<file path="config.mk">
export PLATFORM = sky130hd
export DESIGN_NAME = clock_timekeeper
export DESIGN_NICKNAME = d
export VERILOG_FILES = /design/src/rtl/clock_pkg.sv /design/src/rtl/btn_step.sv /design/src/rtl/clock_timekeeper.sv
export SDC_FILE = /design/constraint.sdc
export NUM_CORES = 1
export LEC_CHECK = 0
export ABC_CLOCK_PERIOD_IN_PS = 3900
export CAP_MARGIN = 20
export CORE_UTILIZATION = 45
export CTS_CLUSTER_SIZE = 16
export DETAILED_ROUTE_END_ITERATION = 6
export PLACE_DENSITY_LB_ADDON = 0.08
export RECOVER_POWER = 25
export REMOVE_ABC_BUFFERS = 1
export SYNTH_ARGS = -nofsm -noshare
export SYNTH_HDL_FRONTEND = slang
export SYNTH_HIERARCHICAL = 1
export SYNTH_SLANG_ARGS = --single-unit
</file>
<file path="constraint.sdc">
create_clock -name clk -period 3.9 [get_ports clk]
set_input_delay 0.39 -clock clk [delete_from_list [all_inputs] [get_ports clk]]
set_output_delay 0.39 -clock clk [all_outputs]
set_load 0.02 [all_outputs]
</file>
<file path="src/rtl/clock_pkg.sv">
// rtl/clock_pkg.sv - shared mode encoding, BCD type and time limits for the timekeeper
package clock_pkg;

   typedef enum logic [1:0] {
      ST_RUN     = 2'b00,
      ST_SET_HR  = 2'b01,
      ST_SET_MIN = 2'b10,
      ST_RUN_ALT = 2'b11
   } clk_state_e;

   typedef logic [3:0] bcd_t;

   localparam int HR_MAX  = 23;
   localparam int MIN_MAX = 59;
   localparam int SEC_MAX = 59;

   function automatic logic [7:0] to_bcd(input int v);
      return {4'(v / 10), 4'(v % 10)};
   endfunction

   function automatic logic is_set(input clk_state_e s);
      return (s == ST_SET_HR) || (s == ST_SET_MIN);
   endfunction

endpackage

</file>
<file path="src/rtl/btn_step.sv">
// rtl/btn_step.sv - button synchronizer, rising-edge step and hold-to-auto-repeat
module btn_step #(
   parameter int SYNC_STAGES      = 2,
   parameter int REPEAT_DELAY_CYC = 25_000_000,
   parameter int REPEAT_RATE_CYC  = 5_000_000
) (
   input  logic clk,
   input  logic rst,
   input  logic btn,
   input  logic other_held,
   input  logic clear,
   output logic held,
   output logic step
);

   localparam int DW = $clog2(REPEAT_DELAY_CYC);
   localparam int RW = $clog2(REPEAT_RATE_CYC);
   localparam int CW = (DW > RW) ? DW : RW;

   logic [SYNC_STAGES-1:0] sync_q;
   logic                   prev_q;
   logic                   armed_q;
   logic [CW-1:0]          cnt_q;
   logic                   rise;

   assign held = sync_q[SYNC_STAGES-1];
   assign rise = held & ~prev_q;

   // A step needs an arming rise; both-held or a mode change disarms until a fresh rise.
   always_comb begin
      step = 1'b0;
      if (!clear && !other_held && held)
         step = rise || (armed_q && (cnt_q == '0));
   end

   // cnt_q counts down to the next repeat step; 0 while armed means "step now".
   always_ff @(posedge clk) begin
      if (rst) begin
         sync_q  <= '0;
         prev_q  <= 1'b0;
         armed_q <= 1'b0;
         cnt_q   <= '0;
      end else begin
         sync_q <= {sync_q[SYNC_STAGES-2:0], btn};
         prev_q <= held;
         if (clear || other_held || !held) begin
            armed_q <= 1'b0;
            cnt_q   <= '0;
         end else if (rise) begin
            armed_q <= 1'b1;
            cnt_q   <= CW'(REPEAT_DELAY_CYC - 1);
         end else if (armed_q) begin
            if (cnt_q == '0)
               cnt_q <= CW'(REPEAT_RATE_CYC - 1);
            else
               cnt_q <= cnt_q - 1'b1;
         end
      end
   end

endmodule

</file>
<file path="src/rtl/clock_timekeeper.sv">
// rtl/clock_timekeeper.sv - BCD 24-hour time of day with button set modes
module clock_timekeeper
   import clock_pkg::*;
#(
   parameter int SYNC_STAGES      = 2,
   parameter int REPEAT_DELAY_CYC = 25_000_000,
   parameter int REPEAT_RATE_CYC  = 5_000_000
) (
   input  logic       clk,
   input  logic       rst,
   input  logic       tick_sec,
   input  logic [1:0] state,
   input  logic       btn_up,
   input  logic       btn_down,
   output bcd_t       hr_tens,
   output bcd_t       hr_ones,
   output bcd_t       min_tens,
   output bcd_t       min_ones,
   output bcd_t       sec_tens,
   output bcd_t       sec_ones,
   output logic       day_pulse,
   output logic       set_active
);

   localparam logic [7:0] HR_MAX_BCD  = to_bcd(HR_MAX);
   localparam logic [7:0] MIN_MAX_BCD = to_bcd(MIN_MAX);
   localparam logic [7:0] SEC_MAX_BCD = to_bcd(SEC_MAX);

   function automatic logic [7:0] bcd_inc(input logic [7:0] v, input logic [7:0] max_v);
      if (v == max_v)
         return 8'h00;
      else if (v[3:0] == 4'd9)
         return {v[7:4] + 4'd1, 4'd0};
      else
         return {v[7:4], v[3:0] + 4'd1};
   endfunction

   function automatic logic [7:0] bcd_dec(input logic [7:0] v, input logic [7:0] max_v);
      if (v == 8'h00)
         return max_v;
      else if (v[3:0] == 4'd0)
         return {v[7:4] - 4'd1, 4'd9};
      else
         return {v[7:4], v[3:0] - 4'd1};
   endfunction

   clk_state_e cur_state;
   clk_state_e prev_state_q;
   logic [7:0] hr_q, min_q, sec_q;
   logic       up_held, down_held, up_step, down_step;
   logic       state_chg, leaving_set;

   assign cur_state   = clk_state_e'(state);
   assign state_chg   = (cur_state != prev_state_q);
   assign leaving_set = is_set(prev_state_q) && !is_set(cur_state);

   btn_step #(
      .SYNC_STAGES      (SYNC_STAGES),
      .REPEAT_DELAY_CYC (REPEAT_DELAY_CYC),
      .REPEAT_RATE_CYC  (REPEAT_RATE_CYC)
   ) u_btn_up (
      .clk        (clk),
      .rst        (rst),
      .btn        (btn_up),
      .other_held (down_held),
      .clear      (state_chg),
      .held       (up_held),
      .step       (up_step)
   );

   btn_step #(
      .SYNC_STAGES      (SYNC_STAGES),
      .REPEAT_DELAY_CYC (REPEAT_DELAY_CYC),
      .REPEAT_RATE_CYC  (REPEAT_RATE_CYC)
   ) u_btn_down (
      .clk        (clk),
      .rst        (rst),
      .btn        (btn_down),
      .other_held (up_held),
      .clear      (state_chg),
      .held       (down_held),
      .step       (down_step)
   );

   always_ff @(posedge clk) begin
      if (rst) begin
         hr_q         <= 8'h00;
         min_q        <= 8'h00;
         sec_q        <= 8'h00;
         day_pulse    <= 1'b0;
         set_active   <= 1'b0;
         prev_state_q <= ST_RUN;
      end else begin
         day_pulse    <= 1'b0;
         set_active   <= is_set(cur_state);
         prev_state_q <= cur_state;
         case (cur_state)
            ST_SET_HR: begin
               if (up_step)
                  hr_q <= bcd_inc(hr_q, HR_MAX_BCD);
               else if (down_step)
                  hr_q <= bcd_dec(hr_q, HR_MAX_BCD);
            end
            ST_SET_MIN: begin
               if (up_step)
                  min_q <= bcd_inc(min_q, MIN_MAX_BCD);
               else if (down_step)
                  min_q <= bcd_dec(min_q, MIN_MAX_BCD);
            end
            ST_RUN, ST_RUN_ALT: begin
               // Exiting a set mode restarts the minute; a coincident tick is dropped.
               if (leaving_set) begin
                  sec_q <= 8'h00;
               end else if (tick_sec) begin
                  sec_q <= bcd_inc(sec_q, SEC_MAX_BCD);
                  if (sec_q == SEC_MAX_BCD) begin
                     min_q <= bcd_inc(min_q, MIN_MAX_BCD);
                     if (min_q == MIN_MAX_BCD) begin
                        hr_q <= bcd_inc(hr_q, HR_MAX_BCD);
                        if (hr_q == HR_MAX_BCD)
                           day_pulse <= 1'b1;
                     end
                  end
               end
            end
            default: ;
         endcase
      end
   end

   assign hr_tens  = hr_q[7:4];
   assign hr_ones  = hr_q[3:0];
   assign min_tens = min_q[7:4];
   assign min_ones = min_q[3:0];
   assign sec_tens = sec_q[7:4];
   assign sec_ones = sec_q[3:0];

endmodule
</file>
==> impl_summary.txt, run 1 <==
----------------------------------------------------
[Worst setup path]
  Kind of critical path ... reg2reg
  Reg2Reg Capture Point ... hr_q[6]
  Reg-to-Reg Start ... u_btn_down/cnt_q[17]
  Setup crit end kind ... register
  Flop-to-flop setup slack ... 0.41 ns
  Startpoint kind of the worst setup timing path ... register
  Cell seen most often among critical-path stages ... sky130_fd_sc_hd__a21oi_1
  Critical-path cell list ... or4_1 > or3_1 > nor3_1 > a21oi_1 > nor2_1 > nand2_1 > o311ai_0 > o2111ai_1 > o21ai_0 > a21oi_1
  Worst path max stage delay ... roughly 0.57 ns
  Worst reg-to-reg path cell count ... 10
  Arrival time of data at the critical path endpoint ... 3.66 ns
  WP data required ... around 4 ns
  Slowest library cell on the worst path ... sky130_fd_sc_hd__or4_1
  Highest fanout seen on the critical path ... 8

[Yosys]
  Async SR Flop Fraction ... 0
  Unique masters post-synth ... 65
  Sequential element share of the synthesized area ... 0.336
  EDFF count, synth ... 0
  Total of flip-flops plus latches after synthesis ... 86
  Ys Warns ... 6
  Dominant register cell in the synthesized netlist ... sky130_fd_sc_hd__dfxtp_1
  Count of mapped cells out of synthesis ... 623
  Synth area leaders ... sky130_fd_sc_hd__dfxtp_1 34%, sky130_fd_sc_hd__ha_1 6.1%, sky130_fd_sc_hd__a21oi_1 5.9%, sky130_fd_sc_hd__nor2_1 3.4%, sky130_fd_sc_hd__nor3_1 3.3%
  Mapped cell area ... around 5100 um2
  Post-synth top area cell ... sky130_fd_sc_hd__dfxtp_1
  Mean instance size in the synthesized netlist ... 8.22 um2
  Area fraction of the dominant cell type after synthesis ... 0.336

[Clock network]
  Root buffer cell ... sky130_fd_sc_hd__clkbuf_16
  Maximum root-to-sink buffer count ... 2
  Clock sink count ... 86
  CTS Buf Count ... 9
  Source-to-sink clock delay at the later pin of the worst-skew pair ... 0.34 ns
  Clock-pin slew on the worst setup and hold paths ... about 0.060 ns
  Number of hold buffers added after cts ... 0
  Setup fix buffers added after clock tree synthesis ... 0
  Clock tree from TritonCTS ... done
  Post-cts gate resize count ... 0
  Number of H-tree levels ... 3

[Placement]
  Buffers on Ports ... 32
  Dpl cells ... 777
  Pre-CTS setup slack ... 0.502 ns
  Final weighted congestion in routability-driven placement ... approximately 0.84
  Placed inst area ... 5560 um2
  Placed wire-length estimate after detailed placement ... 8950 um

[Timing]
  Upper clock frequency limit ... 0.286 GHz
  Sum Neg Setup Slack ... 0 ns
  Tightest hold margin ... 0.460 ns
  Final setup violating endpoints ... 0
  Unrepaired setup endpoints after global routing ... false
  Fin crit period ... 3.49 ns
  Max transition margin ... 0.186
  Minimum setup slack in the final design ... 0.406 ns
  Worst clock skew on the final layout ... 0.00601 ns
  Final number of max-transition violations ... 0
  Post-route fraction of the period consumed by the critical path ... 0.896
  Number of hold-slack violations in the final timing report ... 0
  Transition time of the tightest slew-check pin ... 1.22 ns

[GRT]
  Antenna violations before repair ... 0
  Global route overflow ... 0
  GRT Total Usage ... 0.221
  Pin count of the biggest net entering global routing ... 28
  First-pass GRT wire length ... 20600 um
  Number of global-route vias before repair ... 4256

[Hold path]
  Worst hold stages ... 1
  Type of the most critical hold path ... reg2reg
  Critical hold path startpoint ... u_btn_down/sync_q[0]
  Hold path endpoint ... u_btn_down/sync_q[1]

[Final layout]
  Final Non-Filler Cells ... 792
  Number of nets in the layout ... 680
  Fraction of final layout cells sized beyond drive strength 1 ... 0.0721
  Area added between synthesis and finish ... 14.2%
  Antenna fix cells ... 0
  Design area ... 5850 um2

[Die]
  Number of rows in the core area ... 38
  Core area ... 11000 um2
  Die Area ... 11800 um2
  Ports placed on the boundary ... 33
  Die Y ... approximately 110 um
  Die Wd ... 109 um
  Effective utilization at floorplan ... 0.466

[Detailed routing]
  Number of iterations in the first detailed-routing pass ... 5
  Total Routed Length ... 12500 um
  Mean routed wirelength per cell ... 15.7 um
  Remaining antenna violation count ... 0
  Via count of the routed design ... between 4000 and 5000
  DRC violations left ... 0
  Vias per std cell ... ~6.1
  Number of design-rule violations left by the first detailed-router iteration ... 223

[Pwr]
  Net switching share of the total power ... 0.250
  Switching power ... between 0.0004 and 0.0005 W
  Internal power summed over all cells ... 0.00149 W
  Power per standard cell area ... roughly 340 nW/um2
  Static Leakage ... 2.18 nW
  Relative contribution of sequential cells to total power ... 0.461
  Maximum ir drop on the vdd rail ... 168 uV
  Part of the total power dissipated in combinational logic ... 0.112
  Part of the total power dissipated in the clock network ... 0.428

[Run status]
  Run status ... completed

[Job]
  Max_cap viols ... 0

----------------------------------------------------
==> power by group through the flow <==
stage / clock network, W / logic [W] / registers [W]
2_1_floorplan: 0 / 0.000138 / 0.000945
3_3_place_gp: 0 / 0.000221 / 0.000937
3_5_place_dp: 0 / 0.000223 / 0.000937
4_1_cts: 0.000875 / 0.000224 / 0.000917
5_1_grt: 0.000910 / 0.000245 / 0.000921
6_report: 0.000851 / 0.000222 / 0.000917
==> cells in the final DEF (no fill, tap or decap), types with 6 or more instances in the layout <==
cell type                         netlist  final
sky130_fd_sc_hd__nand2_1               31     31
sky130_fd_sc_hd__dlygate4sd3_1          0     19
sky130_fd_sc_hd__o21ai_0               27     27
sky130_fd_sc_hd__buf_4                  1     10
sky130_fd_sc_hd__clkbuf_16              0      9
sky130_fd_sc_hd__nor2b_1               12     12
sky130_fd_sc_hd__or3_1                 16     16
sky130_fd_sc_hd__nand4_1                9      9
sky130_fd_sc_hd__nor2_1                47     47
sky130_fd_sc_hd__ha_1                  25     25
sky130_fd_sc_hd__nand3_1               25     25
sky130_fd_sc_hd__a31oi_1                9      9
sky130_fd_sc_hd__clkdlybuf4s50_1        0     13
sky130_fd_sc_hd__a311oi_1               8      8
sky130_fd_sc_hd__nand2b_1               9      9
sky130_fd_sc_hd__nand3b_1               7      7
sky130_fd_sc_hd__nor4b_1                8      8
sky130_fd_sc_hd__a211oi_1               6      6
sky130_fd_sc_hd__nor3_1                34     34
sky130_fd_sc_hd__dfxtp_1               86     86
sky130_fd_sc_hd__xor2_1                 8      8
sky130_fd_sc_hd__or4_1                 13     13
sky130_fd_sc_hd__o21a_1                 8      8
sky130_fd_sc_hd__xnor2_1               18     18
sky130_fd_sc_hd__a21oi_1               60     60
sky130_fd_sc_hd__inv_1                 27     27
sky130_fd_sc_hd__o31ai_1                8      8
sky130_fd_sc_hd__nor4_1                21     21
==> metal layers <==
layer | track usage | part of all wire | vias up
met2 | 0.347 | 0.46 | 143
met1 | 0.303 | 0.47 | 2257
met4 | 0.0956 | 0.015 | 0
met5 | 0 | 0 | -
met3 | 0.0299 | 0.050 | 15
li1 | - | - | 2395
==> cell type report <==
| cell class | count | area (um2) |
|---|---|---|
| clock buffers | 11 | 243 |
| clock inverters | 4 | 47.5 |
| fillers | 1058 | 5130 |
| inverters | 27 | 101 |
| multi-input cells | 481 | 3160 |
| flip-flops and latches | 86 | 1720 |
| well taps | 140 | 175 |
| repair buffers | 43 | 399 |
==> sequential cells by signal, indices dropped and copies added, names as in the netlist, 2 cells and up <==
name               flops
u_btn_down/cnt_q      25
u_btn_up/cnt_q        25
hr_q                   8
min_q                  8
sec_q                  8
prev_state_q           2
u_btn_down/sync_q      2
u_btn_up/sync_q        2
==> cells by family (layout without fill, tap and decap cells) <==
family,Yosys count,in the layout,share of synthesized area
AO/OA/AOI/OAI,164,164,0.209
buffers and inverters,56,85,0.0462
adder cells (fa/ha/maj),25,25,0.0611
AND/OR/NAND/NOR,261,261,0.290
flip-flops,86,86,0.336
XOR/XNOR,26,26,0.0445
multiplexers,5,5,0.0127
==> per-stage QoR <==
stage,power (W),util
2_1_floorplan,0.00108,-
3_3_place_gp,0.00116,0.506
3_5_place_dp,0.00116,0.506
4_1_cts,0.00202,0.533
5_1_grt,0.00208,0.533
6_report,0.00199,0.533
==> synthesized netlist by cell type, types with 3 or more instances <==
master and n:
sky130_fd_sc_hd__or4_4 4, sky130_fd_sc_hd__nand3_1 25, sky130_fd_sc_hd__a311oi_1 8, sky130_fd_sc_hd__a31oi_1 9
sky130_fd_sc_hd__and3b_1 3, sky130_fd_sc_hd__nor4_1 21, sky130_fd_sc_hd__a22o_1 4, sky130_fd_sc_hd__or2_2 3
sky130_fd_sc_hd__dfxtp_1 86, sky130_fd_sc_hd__nand2b_1 9, sky130_fd_sc_hd__a21oi_1 60, sky130_fd_sc_hd__o32ai_1 3
sky130_fd_sc_hd__nor2_1 47, sky130_fd_sc_hd__inv_1 27, sky130_fd_sc_hd__clkbuf_1 18, sky130_fd_sc_hd__nor4b_1 8
sky130_fd_sc_hd__a211oi_1 6, sky130_fd_sc_hd__xor2_1 8, sky130_fd_sc_hd__xnor2_1 18, sky130_fd_sc_hd__nand4_1 9
sky130_fd_sc_hd__buf_2 4, sky130_fd_sc_hd__o21a_1 8, sky130_fd_sc_hd__o22ai_1 5, sky130_fd_sc_hd__ha_1 25
sky130_fd_sc_hd__or4_1 13, sky130_fd_sc_hd__and3_1 3, sky130_fd_sc_hd__nand3b_1 7, sky130_fd_sc_hd__or3_1 16
sky130_fd_sc_hd__and2_1 5, sky130_fd_sc_hd__a32o_1 4, sky130_fd_sc_hd__nand2_1 31, sky130_fd_sc_hd__nor2b_1 12
sky130_fd_sc_hd__or3b_2 4, sky130_fd_sc_hd__nor3_1 34, sky130_fd_sc_hd__o31ai_1 8, sky130_fd_sc_hd__o21ai_0 27
==> worst max path at each step <==
stage / endpoint / startpoint / slack (ns)
4_1_cts: hr_q[4] / u_btn_down/cnt_q[17] / 0.48
3_5_place_dp: hr_q[7] / u_btn_down/cnt_q[17] / 0.50
5_1_grt: hr_q[6] / u_btn_up/cnt_q[17] / 0.11
3_3_place_gp: hr_q[4] / u_btn_down/cnt_q[17] / 0.59
6_report: hr_q[6] / u_btn_down/cnt_q[17] / 0.41
2_1_floorplan: min_q[2] / u_btn_up/cnt_q[8] / 0.19
==> critical path: cells and delay by family, from the launching register on <==
family,cells,cell delay [ns]
and+or+nand+nor,5,1.66
AOI/OAI and AO/OA,5,1.34
DFF,1,0.32
(Power assumes the default switching activity.)
==> run 2, diff against run 1 <==
- SYNTH_HIERARCHICAL: 1 -> not set
==> run 2 against run 1 <==
- die area shrank 6.2%
- utilization barely moved
- via count is 11% lower
- sequential power is 2.2% higher
- non-clock buffer count fell by 5
- largest power group unchanged
- highest routed layer unchanged
==> impl_summary.txt, run 2 <==
----------------------------------------------------
[Run status]
  Run status ... completed (unchanged)

[Timing]
  Tightest hold margin ... 0.448 ns (was 0.460 ns)
  Post-route fraction of the period consumed by the critical path ... 0.778 (was 0.896)
  Sum Neg Setup Slack ... 0 ns (unchanged)
  Number of hold-slack violations in the final timing report ... 0 (unchanged)
  Final setup violating endpoints ... 0 (unchanged)
  Fin crit period ... 3.03 ns (was 3.49 ns)
  Worst clock skew on the final layout ... 0.0135 ns (was 0.00601 ns)
  Max transition margin ... 0.208 (was 0.186)
  Unrepaired setup endpoints after global routing ... false (unchanged)
  Final number of max-transition violations ... 0 (unchanged)
  Upper clock frequency limit ... 0.330 GHz (was 0.286 GHz)
  Transition time of the tightest slew-check pin ... 1.19 ns (was 1.22 ns)

[GRT]
  Number of global-route vias before repair ... 4065 (was 4256)
  Global route overflow ... 0 (unchanged)
  GRT Total Usage ... 0.216 (was 0.221)
  First-pass GRT wire length ... 19200 um (was 20600 um)
  Antenna violations before repair ... 0 (unchanged)
  Pin count of the biggest net entering global routing ... 21 (was 28)

[Clock network]
  Clock sink count ... 86 (unchanged)
  Post-cts gate resize count ... 0 (unchanged)
  Setup fix buffers added after clock tree synthesis ... 0 (unchanged)
  Maximum root-to-sink buffer count ... 2 (unchanged)
  Source-to-sink clock delay at the later pin of the worst-skew pair ... 0.38 ns (was 0.34 ns)
  Clock-pin slew on the worst setup and hold paths ... 0.09 ns (was 0.06 ns)
  Clock tree from TritonCTS ... done (unchanged)
  Number of hold buffers added after cts ... 0 (unchanged)
  CTS Buf Count ... 9 (unchanged)
  Number of H-tree levels ... 3 (unchanged)
  Root buffer cell ... sky130_fd_sc_hd__clkbuf_8 (was sky130_fd_sc_hd__clkbuf_16)

[Yosys]
  Unique masters post-synth ... 62 (was 65)
  Area fraction of the dominant cell type after synthesis ... 0.359 (was 0.336)
  Sequential element share of the synthesized area ... 0.359 (was 0.336)
  Mapped cell area ... 4800 um2 (was 5120 um2)
  Dominant register cell in the synthesized netlist ... sky130_fd_sc_hd__dfxtp_1 (unchanged)
  EDFF count, synth ... 0 (unchanged)
  Ys Warns ... 0 (was 6)
  Mean instance size in the synthesized netlist ... 8.17 um2 (was 8.22 um2)
  Total of flip-flops plus latches after synthesis ... 86 (unchanged)
  Synth top cells by count ... 86 x sky130_fd_sc_hd__dfxtp_1, 76 x sky130_fd_sc_hd__nor2_1, 47 x sky130_fd_sc_hd__a21oi_1 (was 86 x sky130_fd_sc_hd__dfxtp_1, 60 x sky130_fd_sc_hd__a21oi_1, 47 x sky130_fd_sc_hd__nor2_1)
  Top-count cell post-synth ... sky130_fd_sc_hd__dfxtp_1 (unchanged)
  Async SR Flop Fraction ... 0 (unchanged)
  Count of mapped cells out of synthesis ... 587 (was 623)
  Synth area leaders ... sky130_fd_sc_hd__dfxtp_1 36%, sky130_fd_sc_hd__nor2_1 5.9%, sky130_fd_sc_hd__ha_1 5.5%, sky130_fd_sc_hd__xnor2_1 5.3%, sky130_fd_sc_hd__a21oi_1 4.9% (was sky130_fd_sc_hd__dfxtp_1 34%, sky130_fd_sc_hd__ha_1 6.1%, sky130_fd_sc_hd__a21oi_1 5.9%, sky130_fd_sc_hd__nor2_1 3.4%, sky130_fd_sc_hd__nor3_1 3.3%)
  Post-synth top area cell ... sky130_fd_sc_hd__dfxtp_1 (unchanged)

[Pwr]
  Net switching share of the total power ... 0.265 (was 0.250)
  Internal power summed over all cells ... 0.00152 W (was 0.00149 W)
  Maximum ir drop on the vdd rail ... 211 uV (was 168 uV)
  Static Leakage ... 2.06 nW (was 2.18 nW)
  Switching power ... 0.000549 W (was 0.000497 W)
  Overall power ... 0.00207 W (was 0.00199 W)
  Relative contribution of sequential cells to total power ... 0.453 (was 0.461)
  Part of the total power dissipated in combinational logic ... 0.151 (was 0.112)
  Power per standard cell area ... 376 nW/um2 (was 340 nW/um2)
  Part of the total power dissipated in the clock network ... 0.396 (was 0.428)

[Detailed routing]
  Remaining antenna violation count ... 0 (unchanged)
  Total Routed Length ... 11300 um (was 12500 um)
  Via count of the routed design ... 4261 (was 4810)
  DRC violations left ... 0 (unchanged)
  Number of iterations in the first detailed-routing pass ... 5 (unchanged)
  Mean routed wirelength per cell ... 14.9 um (was 15.7 um)
  Number of design-rule violations left by the first detailed-router iteration ... 158 (was 223)
  Vias per std cell ... 5.65 (was 6.07)

[Hold path]
  Hold path endpoint ... u_btn_up.sync_q[1] (was u_btn_down/sync_q[1])
  Critical hold path startpoint ... u_btn_up.sync_q[0] (was u_btn_down/sync_q[0])
  Worst hold stages ... 1 (unchanged)
  Type of the most critical hold path ... reg2reg (unchanged)

[Die]
  Die Wd ... 105 um (was 109 um)
  Core area ... 10300 um2 (was 11000 um2)
  Effective utilization at floorplan ... 0.465 (was 0.466)
  Ports placed on the boundary ... 33 (unchanged)
  Number of rows in the core area ... 37 (was 38)
  Die Area ... 11100 um2 (was 11800 um2)
  Die Y ... 105 um (was 109 um)

[Final layout]
  Most frequent cells in the layout ... 86 x sky130_fd_sc_hd__dfxtp_1, 76 x sky130_fd_sc_hd__nor2_1, 47 x sky130_fd_sc_hd__a21oi_1, 45 x sky130_fd_sc_hd__nand2_1, 34 x sky130_fd_sc_hd__nor3_1 (was 86 x sky130_fd_sc_hd__dfxtp_1, 60 x sky130_fd_sc_hd__a21oi_1, 47 x sky130_fd_sc_hd__nor2_1, 34 x sky130_fd_sc_hd__nor3_1, 31 x sky130_fd_sc_hd__nand2_1)
  Design area ... 5500 um2 (was 5850 um2)
  Most common cell after layout, fill and taps aside ... sky130_fd_sc_hd__dfxtp_1 (unchanged)
  Fraction of final layout cells sized beyond drive strength 1 ... 0.0583 (was 0.0721)
  Layout filler cell count ... 990 (was 1058)
  Area added between synthesis and finish ... 14.6% (was 14.2%)
  Core utilization of the finished layout ... 0.532 (was 0.533)
  Number of nets in the layout ... 641 (was 680)
  Antenna fix cells ... 0 (unchanged)
  Largest registers ... u_btn_down.cnt_q x25, u_btn_up.cnt_q x25 (was u_btn_down/cnt_q x25, u_btn_up/cnt_q x25)

[Worst setup path]
  Highest fanout seen on the critical path ... 16 (was 8)
  Kind of critical path ... reg2reg (unchanged)
  Worst reg-to-reg path cell count ... 9 (was 10)
  Reg-to-Reg Start ... u_btn_up.cnt_q[0] (was u_btn_down/cnt_q[17])
  Reg2Reg Capture Point ... hr_q[2] (was hr_q[6])
  Startpoint kind of the worst setup timing path ... register (unchanged)
  WP data required ... 4.18 ns (was 4.07 ns)
  Arrival time of data at the critical path endpoint ... 3.31 ns (was 3.66 ns)
  Setup crit end kind ... register (unchanged)
  Flop-to-flop setup slack ... 0.87 ns (was 0.41 ns)

[Placement]
  Buffers on Ports ... 32 (unchanged)
  Placed wire-length estimate after detailed placement ... 8030 um (was 8950 um)
  Final weighted congestion in routability-driven placement ... 0.841 (was 0.836)
  Placed inst area ... 5230 um2 (was 5560 um2)

[Job]
  Max_cap viols ... 0 (unchanged)

----------------------------------------------------
[run 2: cell count changes in the layout (fill, tap and decap cells not counted), sizes merged, moves of 8 or more]
cell / delta
nand3: -10
or4: -12
buf: -8
nand2: +15
xor2: +10
a21oi: -13
nor2: +29
xnor2: +11
[run 2: worst max path at each step]
stage	start	end	slack, ns	depth (start not counted)
2_1_floorplan	u_btn_up.cnt_q[0]	hr_q[4]	1.24	8
3_3_place_gp	state[0]	hr_q[6]	0.83	7
3_5_place_dp	state[1]	hr_q[4]	0.81	8
4_1_cts	u_btn_up.cnt_q[0]	hr_q[2]	0.87	9
5_1_grt	u_btn_up.cnt_q[1]	min_q[2]	0.69	9
6_report	u_btn_up.cnt_q[0]	hr_q[2]	0.87	9
[run 2: cell families after synthesis]
logic type | after synthesis | synth area share
compound gates | 127 | 0.182
xor+xnor | 47 | 0.0858
fa+ha+maj | 21 | 0.0548
buf+inv | 43 | 0.0347
flops | 86 | 0.359
mux | 3 | 0.00652
simple gates | 260 | 0.277
[run 2: routing by layer]
metal	GRT usage	vias to the layer above	share of wire
li1	-	2145	-
met1	0.270	2001	0.47
met2	0.355	94	0.47
met3	0.0482	21	0.037
met4	0.0986	0	0.024
met5	0	-	0
[run 2: final cells by class]
cell class | instances | area, um2 | area share
clock inverter | 6 | 134 | 0.0244
timing repair buffer | 38 | 359 | 0.0653
tap | 136 | 170 | 0.0310
sequential | 86 | 1720 | 0.313
inverter | 20 | 75.1 | 0.0137
multi-input combinational | 458 | 2910 | 0.529
clock buffer | 10 | 128 | 0.0232
[run 2: critical path, stage by stage (launching register included)]
cell and delay [ns]:
sky130_fd_sc_hd__dfxtp_1 0.34, sky130_fd_sc_hd__inv_1 0.09, sky130_fd_sc_hd__ha_1 0.16, sky130_fd_sc_hd__or4b_1 0.49, sky130_fd_sc_hd__or4_4 0.46, sky130_fd_sc_hd__o21a_1 0.32, sky130_fd_sc_hd__o21ai_4 0.48, sky130_fd_sc_hd__a32o_1 0.25
sky130_fd_sc_hd__a21oi_1 0.07, sky130_fd_sc_hd__a311oi_1 0.29
[run 2: stage by stage]
step | std cells | worst slack [ns]
3_3_place_gp | 736 | 0.835
4_1_cts | 753 | 0.874
5_1_grt | 754 | 0.687
2_1_floorplan | 564 | 1.24
3_5_place_dp | 737 | 0.813
6_report | 754 | 0.867
[run 2: power by group through the flow]
stage / clock [W] / combinational [W] / sequential [W]
6_report: 0.000820 / 0.000312 / 0.000937
5_1_grt: 0.000885 / 0.000345 / 0.000942
4_1_cts: 0.000845 / 0.000311 / 0.000937
3_5_place_dp: 0 / 0.000309 / 0.000957
3_3_place_gp: 0 / 0.000303 / 0.000956
2_1_floorplan: 0 / 0.000193 / 0.000968
